$ cat src/rtl/byte_packer_pkg.sv
// rtl/byte_packer_pkg.sv - shared word/byte geometry and state types for the byte packer
package byte_packer_pkg;

  localparam int WORD_W = 32;
  localparam int BYTE_W = 8;
  localparam int LANES  = WORD_W / BYTE_W;

  // Lane 0 is the most significant byte; the word splitter uses the same mapping.
  localparam int LANE0_LSB = 24;
  localparam int LANE1_LSB = 16;
  localparam int LANE2_LSB = 8;
  localparam int LANE3_LSB = 0;

  typedef enum logic [1:0] {
    EMPTY = 2'd0,
    B1    = 2'd1,
    B2    = 2'd2,
    B3    = 2'd3
  } cnt_e;

  typedef enum logic {
    IDLE = 1'b0,
    FULL = 1'b1
  } ostate_e;

  function automatic int lane_lsb(input int lane);
    return WORD_W - BYTE_W * (lane + 1);
  endfunction

endpackage

$ cat src/rtl/byte_lane_writer.sv
// rtl/byte_lane_writer.sv - writes one byte into lane cnt of the accumulator, pads higher lanes
module byte_lane_writer
  import byte_packer_pkg::*;
#(
  parameter logic [BYTE_W-1:0] PAD_BYTE = 8'h00
) (
  input  logic [WORD_W-1:0] acc_i,
  input  logic [1:0]        cnt_i,
  input  logic [BYTE_W-1:0] byte_i,
  output logic [WORD_W-1:0] acc_o
);

  always_comb begin
    acc_o = '0;
    for (int k = 0; k < LANES; k++) begin
      if (k < int'(cnt_i)) begin
        acc_o[lane_lsb(k) +: BYTE_W] = acc_i[lane_lsb(k) +: BYTE_W];
      end else if (k == int'(cnt_i)) begin
        acc_o[lane_lsb(k) +: BYTE_W] = byte_i;
      end else begin
        acc_o[lane_lsb(k) +: BYTE_W] = PAD_BYTE;
      end
    end
  end

endmodule

$ cat src/rtl/byte_packer.sv
// rtl/byte_packer.sv - packs a valid/ready byte stream into 32-bit words, first byte in [31:24]
module byte_packer
  import byte_packer_pkg::*;
#(
  parameter int                WORD_BYTES = 4,
  parameter logic [BYTE_W-1:0] PAD_BYTE   = 8'h00
) (
  input  logic              clk,
  input  logic              rst_n,
  input  logic              clr,
  input  logic              in_valid,
  output logic              in_ready,
  input  logic [BYTE_W-1:0] in_byte,
  input  logic              in_last,
  output logic              out_valid,
  input  logic              out_ready,
  output logic [WORD_W-1:0] out_word,
  output logic [2:0]        out_nbytes,
  output logic              out_last
);

  if (WORD_BYTES != LANES) begin : g_bad_word_bytes
    $error("byte_packer: only WORD_BYTES=4 is supported");
  end

  localparam logic [WORD_W-1:0] PAD_WORD = {LANES{PAD_BYTE}};

  cnt_e              cnt_q, cnt_d;
  ostate_e           ostate_q, ostate_d;
  logic [WORD_W-1:0] acc_q, acc_d;
  logic [WORD_W-1:0] word_q, word_d;
  logic [2:0]        nbytes_q, nbytes_d;
  logic              last_q, last_d;
  logic [WORD_W-1:0] acc_wr;
  logic              in_fire, out_fire;

  byte_lane_writer #(.PAD_BYTE(PAD_BYTE)) u_lane_writer (
    .acc_i  (acc_q),
    .cnt_i  (cnt_q),
    .byte_i (in_byte),
    .acc_o  (acc_wr)
  );

  assign out_valid  = (ostate_q == FULL);
  assign in_ready   = !out_valid || out_ready;
  assign in_fire    = in_valid && in_ready;
  assign out_fire   = out_valid && out_ready;
  assign out_word   = word_q;
  assign out_nbytes = nbytes_q;
  assign out_last   = last_q;

  always_ff @(posedge clk or negedge rst_n) begin
    if (!rst_n) begin
      cnt_q    <= EMPTY;
      ostate_q <= IDLE;
      acc_q    <= '0;
      word_q   <= '0;
      nbytes_q <= '0;
      last_q   <= 1'b0;
    end else begin
      cnt_q    <= cnt_d;
      ostate_q <= ostate_d;
      acc_q    <= acc_d;
      word_q   <= word_d;
      nbytes_q <= nbytes_d;
      last_q   <= last_d;
    end
  end

  always_comb begin
    cnt_d    = cnt_q;
    ostate_d = ostate_q;
    acc_d    = acc_q;
    word_d   = word_q;
    nbytes_d = nbytes_q;
    last_d   = last_q;
    if (clr) begin
      // Clear wins over both handshakes; a byte accepted this cycle is dropped.
      cnt_d    = EMPTY;
      acc_d    = PAD_WORD;
      ostate_d = IDLE;
      last_d   = 1'b0;
    end else begin
      if (out_fire) begin
        ostate_d = IDLE;
      end
      if (in_fire) begin
        if (cnt_q == B3 || in_last) begin
          word_d   = acc_wr;
          nbytes_d = {1'b0, cnt_q} + 3'd1;
          last_d   = in_last;
          ostate_d = FULL;
          acc_d    = PAD_WORD;
          cnt_d    = EMPTY;
        end else begin
          acc_d = acc_wr;
          cnt_d = cnt_e'(cnt_q + 2'd1);
        end
      end
    end
  end

endmodule
$ cat config.mk
export PLATFORM = sky130hd
export DESIGN_NAME = byte_packer
export DESIGN_NICKNAME = d
export VERILOG_FILES = /design/src/rtl/byte_packer_pkg.sv /design/src/rtl/byte_lane_writer.sv /design/src/rtl/byte_packer.sv
export SDC_FILE = /design/constraint.sdc
export NUM_CORES = 1
export LEC_CHECK = 0
export BUFFER_PORTS_ARGS = -buffer_cell sky130_fd_sc_hd__buf_2
export CORE_MARGIN = 3
export CORE_UTILIZATION = 52
export DETAILED_ROUTE_END_ITERATION = 7
export HOLD_SLACK_MARGIN = 0.05
export PLACE_DENSITY_LB_ADDON = 0.25
export REMOVE_ABC_BUFFERS = 1
export SYNTH_ARGS = -nofsm -noshare
export SYNTH_HDL_FRONTEND = slang
export SYNTH_HIERARCHICAL = 1
export SYNTH_SLANG_ARGS = --single-unit
$ cat constraint.sdc
create_clock -name clk -period 4.4 [get_ports clk]
set_input_delay 0.66 -clock clk [delete_from_list [all_inputs] [get_ports clk]]
set_output_delay 0.66 -clock clk [all_outputs]
set_load 0.02 [all_outputs]
### Yosys cells after proc, flatten, opt, wreduce, memory -nomap -nowiden

Index checks and enable logic that the tools add are counted.

* register bits after elaboration: 71
* output and inout bits: 38
* memories kept: 0
* bits in writable memories: 0
* bits in latches: 0
* memory bits (read-only): 0
* input port bits: 14
* word-level logic and storage cells: 46

* add/subtract/negate cells: 2
* muxes and demuxes: 20
* bitwise gates (word level): 1
* multipliers: 0
* magnitude comparators: 3
* reduce and logical (&&, ||, !) cells: 10
* equal/unequal tests: 4
* div/mod/pow operators: 0
* shift operators: 0

Operator list (count)
* 32-bit two-way mux: 3
* 8-bit two-way mux: 7
* 1-bit two-way mux: 7
* 2-bit two-way mux: 3
* 2-bit == test, first input constant: 2
* 1-bit by 2-bit less-than comparator with 1-bit output, first input constant: 2
* 2-bit nonzero test: 2
* 2-bit by 1-bit adder with 3-bit output, second input constant: 1
* 3-bit AND reduction: 1
* 2-bit by 1-bit adder with 2-bit output, second input constant: 1
* 1-bit by 2-bit == test with 1-bit output, first input constant: 1
* 2-bit == test, second input constant: 1
* 1-bit logical AND: 2
* 2-bit zero test: 1
* 1-bit logical OR: 2
* 2-bit less-than comparator, first input constant: 1
* 2-bit AND reduction: 1
* 1-bit zero test: 1
* 1-bit inverter: 1

### Longest topological paths before layout

Gate-level depths: netlist of run 1.

* depth in word-level cells: 6
* gate-level depth with buffers: 6
* mapped depth without buffers: 4

### By module

The synthesis of run 1 kept the hierarchy.

By module, submodules not included
* byte_packer: area each 2647.5 sq um, times used 1, cells each 164, sequential area each 1776.7 sq um
* byte_lane_writer: area each 425.4 sq um, times used 1, cells each 48, sequential area each 0.0 sq um

### Worst setup path before layout of run 1

No wires, ideal clock.

* kind: input-to-reg
* start point: in out_ready
* end point: reg word_q[19] (netlist: out_word[19])
* slack: 2567 ps
* stages: 4
* arrival time: 1709 ps
* required time: 4275 ps
* path buffers: 1
* library setup time: 125 ps
* cells stage by stage: nor2b_4 -> nor4b_4 -> buf_6 -> mux2_2

* word-level cells in the longest chain between the ends: 3

Ends and longest elaborated chain
* from (decl): line byte_packer.sv:16 `input logic out_ready,`
* 1-bit logical OR: line byte_packer.sv:45 `assign in_ready = !out_valid || out_ready;`
* 1-bit logical AND: line byte_packer.sv:46 `assign in_fire = in_valid && in_ready;`
* 3-bit AND reduction (no source line)
* to (signal assigned): line byte_packer.sv:64 `word_q <= word_d;`
* to (decl): line byte_packer.sv:31 `logic [WORD_W-1:0] word_q, word_d;`

Every way passes these cells.
A chain may end at the register's enable or synchronous reset.

### Worst setup path in the final report of run 1

* start point: reg cnt_q[0]
* end point: reg cnt_q[0]

* word-level cells in the longest chain between the ends: 5
* elaborated cells between the ends (all ways): 6
* classes of those cells: add/sub (1); eq/ne (1); mux (3); reduce/logical (1)

Ends and longest elaborated chain
* from (decl): line byte_packer.sv:28 `cnt_e cnt_q, cnt_d;`
* from (signal assigned): line byte_packer.sv:61 `cnt_q <= cnt_d;`
* branches (longest 2 deep; another with 2-bit by 1-bit adder with 2-bit output)
* 2-bit two-way mux *: line byte_packer.sv:88 `if (cnt_q == B3 || in_last) begin`
* 2-bit two-way mux *: line byte_packer.sv:87 `if (in_fire) begin`
* 2-bit two-way mux *: line byte_packer.sv:77 `if (clr) begin`

Every way passes the cells marked *. The select of a mux whose other input is x is not followed.

==> results.json, run 1 <==
{
  "p_leak_nw": 1.69,
  "htreeDepth": 3,
  "die_w_microns": 79.4,
  "crit_family": "simple AND/OR/NAND/NOR gates",
  "cp.required_ns": 4.67,
  "syn_inst": 196,
  "core-area_sq_um": 5170,
  "layout.area.seq_sq_um": 1580,
  "postCtsSetupBuffers": 0,
  "drtIter0Drc": 81,
  "cp.arrival_ns": 2.89,
  "endpoint_kind": "flop",
  "grt_max_degree": 34,
  "slew_headroom_pct": 21.5,
  "stdcell_count": 320,
  "crit_type": "flop to flop",
  "crit_path_start": "cnt_q[0]",
  "r2r_end": "cnt_q[0]",
  "wl_per_cell_microns": 16.0,
  "cts_resized": 0,
  "tns_ns": 0,
  "hold_viol_final": 0,
  "grt_overflow": 0,
  "fin_crit_sh_pct": 59.6,
  "setup.worst_path.end": "cnt_q[0]",
  "die_h_microns": 79.4,
  "cts_buffer_depth": 2,
  "gr-usage-all-layers_pct": 18.3,
  "multi_input_area_sq_um": 1100,
  "cap_violations": 0,
  "slew_violations": 0,
  "dp_cells": 304,
  "syn-cell-area_sq_um": 2800,
  "final_common_cell": "dfrtp_1",
  "worstRegToRegCells": 4,
  "fill_cells": 384,
  "finalWirelength_mm": 5.13,
  "rrSetupSlack_ns": 1.78,
  "path_depth": 4,
  "r2r-start": "cnt_q[0]",
  "cpPeakStageDelay_ns": 0.89,
  "dp_hpwl_mm": 3.32,
  "final_cell_mix": "dfrtp_1, buf_2, mux2_2",
  "port-buffer-count": 51,
  "gp_congestion": 0.760,
  "num_vias": 1767,
  "cts_tree": "built",
  "powerDensity_nw_per_um2": 415,
  "num_io_pins": 52,
  "avgViaCountPerCell": 5.52,
  "clkTransAtPathRegs_ns": 0.07,
  "setup_slack_ns": 1.78,
  "grt_pass1_vias": 1880,
  "drc": 0,
  "period_needed_ns": 2.62,
  "path_cells": "ha_1, nor2_1, and4b_1, mux2_2",
  "initial_utilization_pct": 54.2,
  "cts_sinks": 63,
  "ir_drop_v": 0.000207,
  "rsz0062_at_grt": "no",
  "cts_root_buf": "clkbuf_8",
  "antenna_cells": 0,
  "path_buf_inv": 0,
  "clock_latency_ns": 0.33,
  "first_pass_iters": 4,
  "rows": 26,
  "setup_viol": 0,
  "die-area_sq_um": 6310,
  "syn_avg_cell_area_sq_um": 14.3,
  "grt_first_pass_wirelength_mm": 8.80,
  "post-place-ws_ns": 1.78,
  "syn2layout_area_growth_pct": 16.7,
  "cp_max_fo": 26,
  "finClkSkew_ns": 0.00663,
  "max_freq_mhz": 382,
  "worst_pin_slew_ns": 1.18,
  "cts-buffers-inserted": 9,
  "hold_class": "primary input to asynchronous set/reset pin",
  "crit_slowest_cell": "and4b_1",
  "status": "finished clean",
  "antenna_found_initial": 0,
  "cts_hold_buf": 0,
  "nets": 260,
  "yosys_warnings": 6,
  "crit_path_start_kind": "flop",
  "hold_ws_ns": 0.374,
  "detail-route-antenna-nets": 0,
  "drive_gt1_share_pct": 46.0
}
stage by stage:
stage                     util (%)  instance area, sq um  total power (W)
after floorplan                  -                  2680         0.000744
after global placement        58.9                  3050         0.000810
after detailed placement      58.9                  3050         0.000813
after CTS                     63.3                  3270          0.00138
after global routing          63.3                  3270          0.00142
final                         63.3                  3270          0.00136
worst min-delay path by stage:
stage,from,to,slack [ns],cells past startpoint
floorplan,rst_n,acc_q[10],0.36,0
global placement,out_word[2],out_word[2],0.47,1
detailed placement,out_word[2],out_word[2],0.48,1
CTS,rst_n,out_word[7],0.38,1
global route,rst_n,acc_q[19],0.42,1
finish,rst_n,out_valid,0.37,1
sequential cells by signal, indices dropped and copies added, names as in the netlist:
| signal | flops |
|---|---|
| out_nbytes | 3 |
| out_valid | 1 |
| acc_q | 24 |
| out_word | 32 |
| out_last | 1 |
| cnt_q | 2 |
power by group:
group / switching (W) / total (W) / internal (W) / leakage, nW
logic: 0.0000973 / 0.000167 / 0.0000693 / 0.725
registers: 0.0000210 / 0.000633 / 0.000612 / 0.854
clock network: 0.000210 / 0.000560 / 0.000350 / 0.114
layer usage:
layer	vias up	share of wire (%)	track usage, %
met1	884	47	23.6
met4	0	2.5	10.3
met3	11	4.4	3.84
met2	45	46	28.8
li1	827	-	-
met5	-	0	0
final cells by class:
type | instances | area share, %
well taps | 70 | 2.68
clock inverters | 3 | 1.99
clock buffers | 13 | 4.86
multi-input cells | 115 | 33.6
repair buffers | 54 | 8.49
flip-flops and latches | 63 | 48.2
inverters | 2 | 0.229
Power figures use the tool's default switching activity.
==> run 2, diff against run 1 <==
--- a/config.mk
+++ b/config.mk
@@ -5,6 +5,7 @@
 export SDC_FILE = /design/constraint.sdc
 export NUM_CORES = 1
 export LEC_CHECK = 0
+export ABC_AREA = 1
 export BUFFER_PORTS_ARGS = -buffer_cell sky130_fd_sc_hd__buf_2
 export CORE_MARGIN = 3
 export CORE_UTILIZATION = 52
==> constraint.sdc (replaced) <==
create_clock -name clk -period 2.54 [get_ports clk]
set_input_delay 0.381 -clock clk [delete_from_list [all_inputs] [get_ports clk]]
set_output_delay 0.381 -clock clk [all_outputs]
set_load 0.02 [all_outputs]
==> results.json, run 2 <==
{
  "core-area_sq_um": 5610,
  "ir_drop_v": 0.000384,
  "fill_cells": 531,
  "cap_violations": 0,
  "cts_tree": "built",
  "tns_ns": 0,
  "crit_type": "flop to flop",
  "drc": 0,
  "rsz0062_at_grt": "no",
  "first_pass_iters": 4,
  "avgViaCountPerCell": 5.22,
  "status": "finished clean",
  "nets": 442,
  "final_cell_mix": "nand2_1, nand3_1, dfrtp_1",
  "stdcell_count": 504,
  "cts_sinks": 63,
  "cts_buffer_depth": 2,
  "detail-route-antenna-nets": 0,
  "layout.area.seq_sq_um": 1580,
  "die_h_microns": 82.8,
  "yosys_warnings": 6,
  "final_common_cell": "nand2_1",
  "endpoint_kind": "flop",
  "crit_slowest_cell": "nor2_4",
  "cts_hold_buf": 0,
  "drive_gt1_share_pct": 19.9,
  "hold_class": "primary input to asynchronous set/reset pin",
  "clock_latency_ns": 0.33,
  "post-place-ws_ns": 0.706,
  "grt_max_degree": 40,
  "setup_viol": 0,
  "initial_utilization_pct": 54.6,
  "cp.required_ns": 2.81,
  "die-area_sq_um": 6850,
  "wl_per_cell_microns": 13.9,
  "gp_congestion": 0.761,
  "cts_resized": 0,
  "period_needed_ns": 1.81,
  "htreeDepth": 3,
  "path_buf_inv": 0,
  "syn_inst": 384,
  "finalWirelength_mm": 7.01,
  "grt_first_pass_wirelength_mm": 11.9,
  "p_leak_nw": 2.08,
  "utilization_pct": 62.1,
  "cts_root_buf": "clkbuf_8",
  "dp_cells": 488,
  "num_vias": 2632,
  "cp.arrival_ns": 2.08,
  "fin_crit_sh_pct": 71.1,
  "drtIter0Drc": 237,
  "finClkSkew_ns": 0.00612,
  "crit_family": "simple AND/OR/NAND/NOR gates",
  "largest_reg_flops": 32,
  "syn-cell-area_sq_um": 3060,
  "slew_headroom_pct": 57.0,
  "syn2layout_area_growth_pct": 13.6,
  "antenna_cells": 0,
  "dp_hpwl_mm": 4.45,
  "postCtsSetupBuffers": 0,
  "setup_slack_ns": 0.734,
  "powerDensity_nw_per_um2": 658,
  "rows": 27,
  "multi_input_area_sq_um": 1250,
  "syn_avg_cell_area_sq_um": 7.98,
  "slew_violations": 0,
  "path_cells": "ha_1, nor2_4, nand2_2, nor2_4, nand2_1, nand2_1",
  "antenna_found_initial": 0,
  "hold_viol_final": 0,
  "max_freq_mhz": 554,
  "gr-usage-all-layers_pct": 23.1,
  "grt_pass1_vias": 2476,
  "grt_overflow": 0,
  "crit_path_start_kind": "flop",
  "worst_pin_slew_ns": 0.643,
  "p_total_w": 0.00229,
  "cts-buffers-inserted": 9,
  "cpPeakStageDelay_ns": 0.54,
  "num_io_pins": 52,
  "die_w_microns": 82.8,
  "port-buffer-count": 51,
  "clkTransAtPathRegs_ns": 0.07,
  "cp_max_fo": 25
}
## run 2: cell types whose count changed in the layout (fill, tap and decap cells not counted), moves of 9 or more
cell,before,now
inv_1,2,12
mux2_2,42,0
nand2_1,1,162
nand3_1,1,87
mux2i_1,9,0
a22o_1,33,0
## run 2: power by group
part	internal, W	total (W)	switching (W)
clock	0.000476	0.000847	0.000372
sequential	0.00107	0.00110	0.0000310
combinational	0.0000994	0.000347	0.000247
total	0.00164	0.00229	0.000650
## run 2: area by class of cell
cell class	count	share of cell area, %
repair buffers	58	9.20
multi-input cells	282	36.1
clock inverters	4	1.29
flip-flops and latches	63	45.3
inverters	13	1.40
clock buffers	12	4.17
well taps	72	2.59
## run 2: per-stage QoR
step	cell area, sq um	hold slack, ns
2_1_floorplan	2880	0.0854
3_3_place_gp	3290	0.423
3_5_place_dp	3290	0.427
4_1_cts	3480	0.0636
5_1_grt	3480	0.0788
6_report	3480	0.0524
## run 2: worst register-to-register path: cells and delay by family, from the launching register on
| kind | cells | cell delay [ns] |
|---|---|---|
| adder cells (fa/ha/maj) | 1 | 0.24 |
| flip-flops | 1 | 0.39 |
| AND/OR/NAND/NOR | 5 | 1.11 |
## run 2: final timing paths
| kind | slack, ns | cells past startpoint | startpoint | end |
|---|---|---|---|---|
| worst max register to register | 0.73 | 6 | cnt_q[0] | acc_q[12] |
| worst max-delay path | 0.73 | 6 | cnt_q[0] | acc_q[12] |
| worst min register to register | 0.47 | 2 | out_word[16] | out_word[16] |
| min in group clk | 0.32 | 3 | in_last | out_last |
| worst min-delay path | 0.05 | 1 | rst_n | out_word[28] |
| max in group asynchronous | 1.88 | 2 | rst_n | acc_q[8] |
## run 2: routing by layer
metal,up-vias,track usage (%),routed length (microns)
met2,96,36.0,3230
met4,0,10.3,130
met5,-,0,0
li1,1310,-,-
met3,12,4.66,512
met1,1214,31.1,3130
